===== config.mk =====
export PLATFORM = sky130hd
export DESIGN_NAME = puf_crp_controller
export DESIGN_NICKNAME = d
export VERILOG_FILES = /design/src/rtl/puf_crp_controller.sv
export SDC_FILE = /design/constraint.sdc
export NUM_CORES = 1
export LEC_CHECK = 0
export CAP_MARGIN = 25
export CORE_UTILIZATION = 50
export DETAILED_ROUTE_END_ITERATION = 6
export DONT_BUFFER_PORTS = 1
export PLACE_DENSITY = 0.71
export SLEW_MARGIN = 20
export SYNTH_ARGS = -nofsm -noshare
export SYNTH_HDL_FRONTEND = slang
export SYNTH_SLANG_ARGS = --single-unit

===== constraint.sdc =====
create_clock -name clk -period 3.08 [get_ports clk]
set_clock_uncertainty 0.2 [all_clocks]
set_input_delay 0.77 -clock clk [delete_from_list [all_inputs] [get_ports clk]]
set_output_delay 0.77 -clock clk [all_outputs]
set_load 0.03 [all_outputs]

===== src/rtl/puf_crp_controller.sv =====
// Arbiter-PUF initiator: LFSR challenges, VOTES launches each, majority-voted byte out.
// Latency 2*SETTLE*VOTES cycles from challenge change to out_valid; EMIT holds until out_ready.
module puf_crp_controller #(
    parameter int C_LENGTH = 8,
    parameter int R_WIDTH  = 7,
    parameter int VOTES    = 5,
    parameter int SETTLE   = 4
) (
    input  logic                clk,
    input  logic                rst_n,
    input  logic                start,
    input  logic [C_LENGTH-1:0] seed,
    input  logic [7:0]          num_crp,
    output logic                busy,
    output logic                done,
    output logic [C_LENGTH-1:0] puf_challenge,
    output logic                puf_pulse,
    input  logic [R_WIDTH-1:0]  puf_response,
    output logic [7:0]          out_data,
    output logic                out_valid,
    input  logic                out_ready
);

    localparam logic [2:0] IDLE  = 3'd0;
    localparam logic [2:0] PH_LO = 3'd1;
    localparam logic [2:0] PH_HI = 3'd2;
    localparam logic [2:0] EMIT  = 3'd3;
    localparam logic [2:0] NEXT  = 3'd4;

    logic [2:0]                 state;
    logic [7:0]                 cnt;
    logic [3:0]                 vote_idx;
    logic [7:0]                 remaining;
    logic [R_WIDTH-1:0][3:0]    ones;
    logic [R_WIDTH-1:0][3:0]    ones_nxt;
    logic [R_WIDTH-1:0]         first_rsp;
    logic [R_WIDTH-1:0]         maj;
    logic                       any_diff;
    logic                       any_diff_nxt;
    logic                       phase_end;
    logic                       lfsr_fb;

    assign phase_end = (cnt == 8'(SETTLE - 1));
    assign lfsr_fb   = puf_challenge[7] ^ puf_challenge[5] ^ puf_challenge[4] ^ puf_challenge[3];

    // Vote totals including the sample being taken this cycle, so EMIT sees all VOTES.
    always_comb begin
        ones_nxt     = ones;
        maj          = '0;
        any_diff_nxt = any_diff;
        for (int i = 0; i < R_WIDTH; i++) begin
            ones_nxt[i] = ones[i] + 4'(puf_response[i]);
            maj[i]      = (ones_nxt[i] > 4'(VOTES / 2));
        end
        if ((vote_idx != 4'd0) && (puf_response != first_rsp))
            any_diff_nxt = 1'b1;
    end

    always_ff @(posedge clk) begin
        if (!rst_n) begin
            state         <= IDLE;
            cnt           <= '0;
            vote_idx      <= '0;
            remaining     <= '0;
            ones          <= '0;
            first_rsp     <= '0;
            any_diff      <= 1'b0;
            busy          <= 1'b0;
            done          <= 1'b0;
            puf_challenge <= '0;
            puf_pulse     <= 1'b0;
            out_data      <= '0;
            out_valid     <= 1'b0;
        end else begin
            done <= 1'b0;
            case (state)
                IDLE: begin
                    if (start && (num_crp != 8'd0)) begin
                        puf_challenge <= (seed == '0) ? C_LENGTH'(1) : seed;
                        remaining     <= num_crp;
                        busy          <= 1'b1;
                        vote_idx      <= '0;
                        ones          <= '0;
                        any_diff      <= 1'b0;
                        cnt           <= '0;
                        state         <= PH_LO;
                    end
                end
                PH_LO: begin
                    if (phase_end) begin
                        cnt       <= '0;
                        puf_pulse <= 1'b1;
                        state     <= PH_HI;
                    end else begin
                        cnt <= cnt + 8'd1;
                    end
                end
                PH_HI: begin
                    if (phase_end) begin
                        cnt       <= '0;
                        puf_pulse <= 1'b0;
                        ones      <= ones_nxt;
                        any_diff  <= any_diff_nxt;
                        if (vote_idx == 4'd0)
                            first_rsp <= puf_response;
                        if (vote_idx < 4'(VOTES - 1)) begin
                            vote_idx <= vote_idx + 4'd1;
                            state    <= PH_LO;
                        end else begin
                            out_data  <= {~any_diff_nxt, maj};
                            out_valid <= 1'b1;
                            state     <= EMIT;
                        end
                    end else begin
                        cnt <= cnt + 8'd1;
                    end
                end
                EMIT: begin
                    if (out_ready) begin
                        out_valid <= 1'b0;
                        state     <= NEXT;
                    end
                end
                NEXT: begin
                    remaining <= remaining - 8'd1;
                    if (remaining == 8'd1) begin
                        done  <= 1'b1;
                        busy  <= 1'b0;
                        state <= IDLE;
                    end else begin
                        puf_challenge <= {puf_challenge[C_LENGTH-2:0], lfsr_fb};
                        ones          <= '0;
                        any_diff      <= 1'b0;
                        vote_idx      <= '0;
                        cnt           <= '0;
                        state         <= PH_LO;
                    end
                end
                default: state <= IDLE;
            endcase
        end
    end

endmodule


After elaboration in Yosys (flattened, before gate mapping)
Index checks and enable logic that the tools add are counted.

word-level totals
  output and inout bits = 20
  logic and storage cells = 124
  flip-flop bits (word level) = 79

cells by class
  $lt $le $gt $ge = 8
  mux-type cells = 42
  add/sub/neg operators = 10
  reduce and logical (&&, ||, !) cells = 25
  equal/unequal tests = 15
  bitwise operators = 5

operators with widths
  operator                                                                          count
  28-bit two-way mux                                                                3
  28-bit case mux with 3 select lines                                               1
  8-bit two-way mux                                                                 7
  8-bit case mux with 2 select lines                                                2
  4-bit by 1-bit adder with 4-bit output                                            7
  4-bit by 2-bit greater-than comparator with 1-bit output (second input constant)  7
  8-bit case mux with 3 select lines                                                1
  3-bit AND reduction                                                               6
  4-bit two-way mux                                                                 4
  2-bit != test (second input constant)                                             8
  3-bit case mux with 5 select lines                                                1
  1-bit two-way mux                                                                 13
  3-bit two-way mux                                                                 4
  4-bit case mux with 3 select lines                                                1
  4-bit AND reduction                                                               3
  8-bit by 1-bit adder with 8-bit output (second input constant)                    1
  8-bit by 1-bit == test with 1-bit output (second input constant)                  1
  8-bit by 2-bit == test with 1-bit output (second input constant)                  1
  8-bit logical NOT                                                                 1
  8-bit nonzero test                                                                1
  8-bit by 1-bit subtractor with 8-bit output (second input constant)               1
  7-bit != test                                                                     1
  3-bit by 2-bit == test with 1-bit output (second input constant)                  2
  1-bit case mux with 2 select lines                                                3
  other kinds (17)                                                                  25

Logic depth before layout (Yosys ltp)
  depth in word-level cells = 5
  mapped depth = 8
  gate-level depth less buffers = 7

Worst setup path after synthesis
Ideal clock, no wire load.

  kind = input to register
  from = input num_crp[2]
  to = register puf_challenge[0]
  setup slack = 482 ps
  path buffers = 1
  library setup time = 133 ps
  arrival = 2265 ps
  stages on the path = 6
  cell sequence = or4_1 -> o211ai_2 -> nand2_2 -> clkbuf_1 -> o311ai_0 -> a21oi_1

on the way
  cells in the longest elaborated chain, start to end = 4

ends and longest elaborated chain
  item                                  line  text
  start, declared                       13    input logic [7:0] num_crp,
  8-bit nonzero test                    78    if (start && (num_crp != 8'd0)) begin
  1-bit logical AND                     78
  2-bit != test (no source line)        --
  3-bit AND reduction (no source line)  --
  end signal, assigned                  79    puf_challenge <= (seed == '0) ? C_LENGTH'(1) : seed;
  end signal, assigned                  131   puf_challenge <= {puf_challenge[C_LENGTH-2:0], lfsr_fb};
  end, declared                         16    output logic [C_LENGTH-1:0] puf_challenge,

Every way passes these cells.
A chain may end at the register's enable or synchronous reset.

Final worst setup path
  from = register state[1]
  to = register first_rsp[6]

on the way
  cells in the longest elaborated chain, start to end = 2

ends and longest elaborated chain
  item                                      line  text
  start, declared                           30    logic [2:0] state;
  start signal, assigned                    61    state <= IDLE;
  start signal, assigned                    86    state <= PH_LO;
  start signal, assigned                    93    state <= PH_HI;
  3-bit by 2-bit == test with 1-bit output  76    case (state)
  3-bit AND reduction (no source line)      --
  end signal, assigned                      105   first_rsp <= puf_response;
  end, declared                             36    logic [R_WIDTH-1:0] first_rsp;

Every way passes these cells.

==> impl_metrics.toml <==
[status]
status = "finished, violations left"
violations = "design-rule violations"

[synth]
synth.distinct_cells = 58
async_flop_share_pct = 0
syn_area_sq_um = 3910
synth_fp_nets = 474
synth_area_leader_cell = "dfxtp_1"
synthFlopType = "dfxtp_1"
ys_warn_count = 0
syn_inst = 428
synth-edff-count = 0
avgSynthCellArea_sq_um = 9.13
ys_seq_area_share_pct = 40.5
synth.top_cell.area_share_pct = 40.5
ys_ff_latch = 79
ys_top_cells_by_area = "dfxtp_1, ha_1, a22o_1"

[floorplanning]
die_y_microns = 90.4
ioPinCount = 47
start_util_pct = 52.7
fp.dieW_microns = 90.4
rows = 31
die_area_sq_um = 8170
core_area_sq_um = 7410

[clock_tree]
cts_num_sinks = 79
path_clk_slew_ns = 0.08
htree_levels = 3
postCtsSetupRepairBufs = 0
hold_buffers = 0
clk_latency_ns = 0.34
root_buffer = "clkbuf_8"
cts_tree = "done"
cts_inserted_buffers = 9
cts_max_path_buffers = 2
cts_resized = 0

[power]
p_comb_share_pct = 11.3
max-vdd-ir-drop_uv = 287
internal-power_uw = 1650
power.switching_uw = 617
leakage_uw = 0.00164
clockPowerShare_pct = 38.6
switching_share_pct = 27.2
power.density_nw_per_um2 = 532
seqPwrFrac_pct = 50.1

[layout]
multi_input_area_sq_um = 2240
synthToLayoutAreaGrowth_pct = 9.22
layout-drive-gt1-share_pct = 11.0
fin_util_pct = 57.6
diodes = 0
nFillCells = 675
nNetsFinal = 476
seqCellArea_sq_um = 1580

[flow_run]
maxCapViolations = 0

[timing]
maxSlewHeadroom_pct = 49.9
rsz0062_at_grt = "no"
worstMarginPinSlew_ns = 0.750
min_period_over_period_pct = 87.0
hold_viol = 0
drv_slew = 0
min_period_ns = 2.68
fin_setup_tns_ns = 0
setup_viol = 0
max_freq_mhz = 373

[global_route]
grt_pass1_vias = 3117
grt_max_degree = 38
antenna_found_initial = 0
grt_pass1_wl_mm = 14.7
grt-ovfl-total = 0
grt_use_total_pct = 22.3

[worst_hold_path]
hold_class = "flip-flop to flip-flop"

[drt]
totalWireLength_mm = 8.73
drtPass1Iterations = 7
routedWlPerCell_microns = 16.3
drtIter0Drc = 167
via_per_inst = 6.17
vias = 3295
antenna_left = 0
drc = 2

[worst_setup_path]
path_max_fanout = 13
worst_setup_path_end_kind = "flip-flop"
crit_type = "flip-flop to flip-flop"
start_kind = "flip-flop"
cp_data_arrival_time_ns = 2.68
required_ns = 3.08

[place]
place.gp.congestion = 0.882
io_buffers = 0
dp_hpwl_mm = 5.99
-- power groups by stage --
stage,sequential (uW),combinational [uW],clock [uW]
4_1_cts,1140,256,891
6_report,1140,256,876
5_1_grt,1150,290,931
3_3_place_gp,1160,248,0
3_5_place_dp,1160,254,0
2_1_floorplan,1140,208,0
-- final timing paths --
check                      startpoint                         to  slack, ns  depth (start not counted)
min reg2reg  vote_idx[3]$_SDFFE_PN0P_   vote_idx[3]$_SDFFE_PN0P_       0.24                          2
max             state[1]$_SDFFE_PN0P_  first_rsp[6]$_SDFFE_PN0P_       0.40                          6
max reg2reg     state[1]$_SDFFE_PN0P_  first_rsp[6]$_SDFFE_PN0P_       0.40                          6
min          vote_idx[3]$_SDFFE_PN0P_   vote_idx[3]$_SDFFE_PN0P_       0.24                          2
-- kinds of logic after synthesis --
kind of cell    count (synthesis)  share of synthesized area (%)
simple gates                  151                           19.9
compound gates                123                           23.5
flops                          79                           40.5
buf+inv                        24                           2.40
xor+xnor                       21                           4.71
fa+ha+maj                      19                           6.08
mux                            11                           2.88
-- state kept, by name, indices dropped and copies added (netlist names) --
| register | flops |
|---|---|
| cnt | 8 |
| out_valid | 1 |
| state | 3 |
| any_diff | 1 |
| first_rsp | 7 |
| puf_pulse | 1 |
| done | 1 |
| remaining | 8 |
| puf_challenge | 8 |
| out_data | 8 |
| ones | 28 |
| vote_idx | 4 |
| busy | 1 |
-- Yosys cell counts, types with 3 or more instances --
cell type / count
buf_2: 3
o21a_1: 3
a31oi_1: 11
or4_1: 3
and2_1: 8
clkbuf_1: 13
a311oi_1: 9
o22ai_1: 4
o211a_1: 5
xnor2_1: 11
nor3_1: 17
ha_1: 19
a211oi_1: 8
dfxtp_1: 79
o21ai_0: 18
nand4_1: 3
nor2_1: 34
xor2_1: 10
mux2i_1: 9
nand2_1: 39
inv_1: 5
a21oi_1: 21
a22o_1: 21
o221a_2: 8
nand3_1: 24
-- placed cells by master, fill, tap and decap left out, types with 3 or more instances in the layout --
| cell type | Yosys | routed |
|---|---|---|
| a211oi_1 | 8 | 8 |
| xor2_1 | 10 | 10 |
| and2_1 | 8 | 8 |
| o211a_1 | 5 | 5 |
| nand2_1 | 39 | 39 |
| o21a_1 | 3 | 3 |
| clkbuf_8 | 0 | 11 |
| o221a_2 | 8 | 8 |
| nand4_1 | 3 | 3 |
| nor2_1 | 34 | 34 |
| inv_1 | 5 | 5 |
| buf_4 | 0 | 9 |
| o22ai_1 | 4 | 4 |
| a22o_1 | 21 | 21 |
| o21ai_0 | 18 | 18 |
| dfxtp_1 | 79 | 79 |
| a311oi_1 | 9 | 9 |
| or4_1 | 3 | 3 |
| mux2i_1 | 9 | 9 |
| xnor2_1 | 11 | 11 |
| a21oi_1 | 21 | 21 |
| nand3_1 | 24 | 24 |
| nor3_1 | 17 | 17 |
| ha_1 | 19 | 19 |
| a31oi_1 | 11 | 11 |
-- critical path, stage by stage, from the launching register on --
cell and delay [ns]:
dfxtp_1 0.58, or3b_1 0.65, nor3_1 0.32, buf_4 0.20
nand3_2 0.26, mux2i_1 0.27, nor2_1 0.06
-- through the flow --
stage                     hold WS (ns)  power, uW  setup WS (ns)  cells  cell area, sq um
after global routing             0.240       2370          0.175    534              4270
after global placement           0.221       1410          0.407    518              4040
after detailed placement         0.223       1420          0.350    518              4040
after CTS                        0.235       2280          0.366    534              4270
after floorplan                  0.210       1350          0.482    428              3910
final                            0.238       2270          0.401    534              4270
-- final cells by class --
type,count,share of cell area (%)
flip-flops and latches,79,37.1
repair buffers,9,1.58
clock inverters,5,1.88
clock buffers,11,3.55
multi-input cells,325,52.5
well taps,99,2.90
inverters,6,0.528
-- metal layers --
layer / vias to the layer above / share of wire [%] / GRT usage (%)
met5: - / 0 / 0
met4: 0 / 1.3 / 8.20
met3: 13 / 5.1 / 5.13
met2: 101 / 47 / 36.2
met1: 1548 / 47 / 29.0
li1: 1633 / - / -
Power figures use the tool's default switching activity.
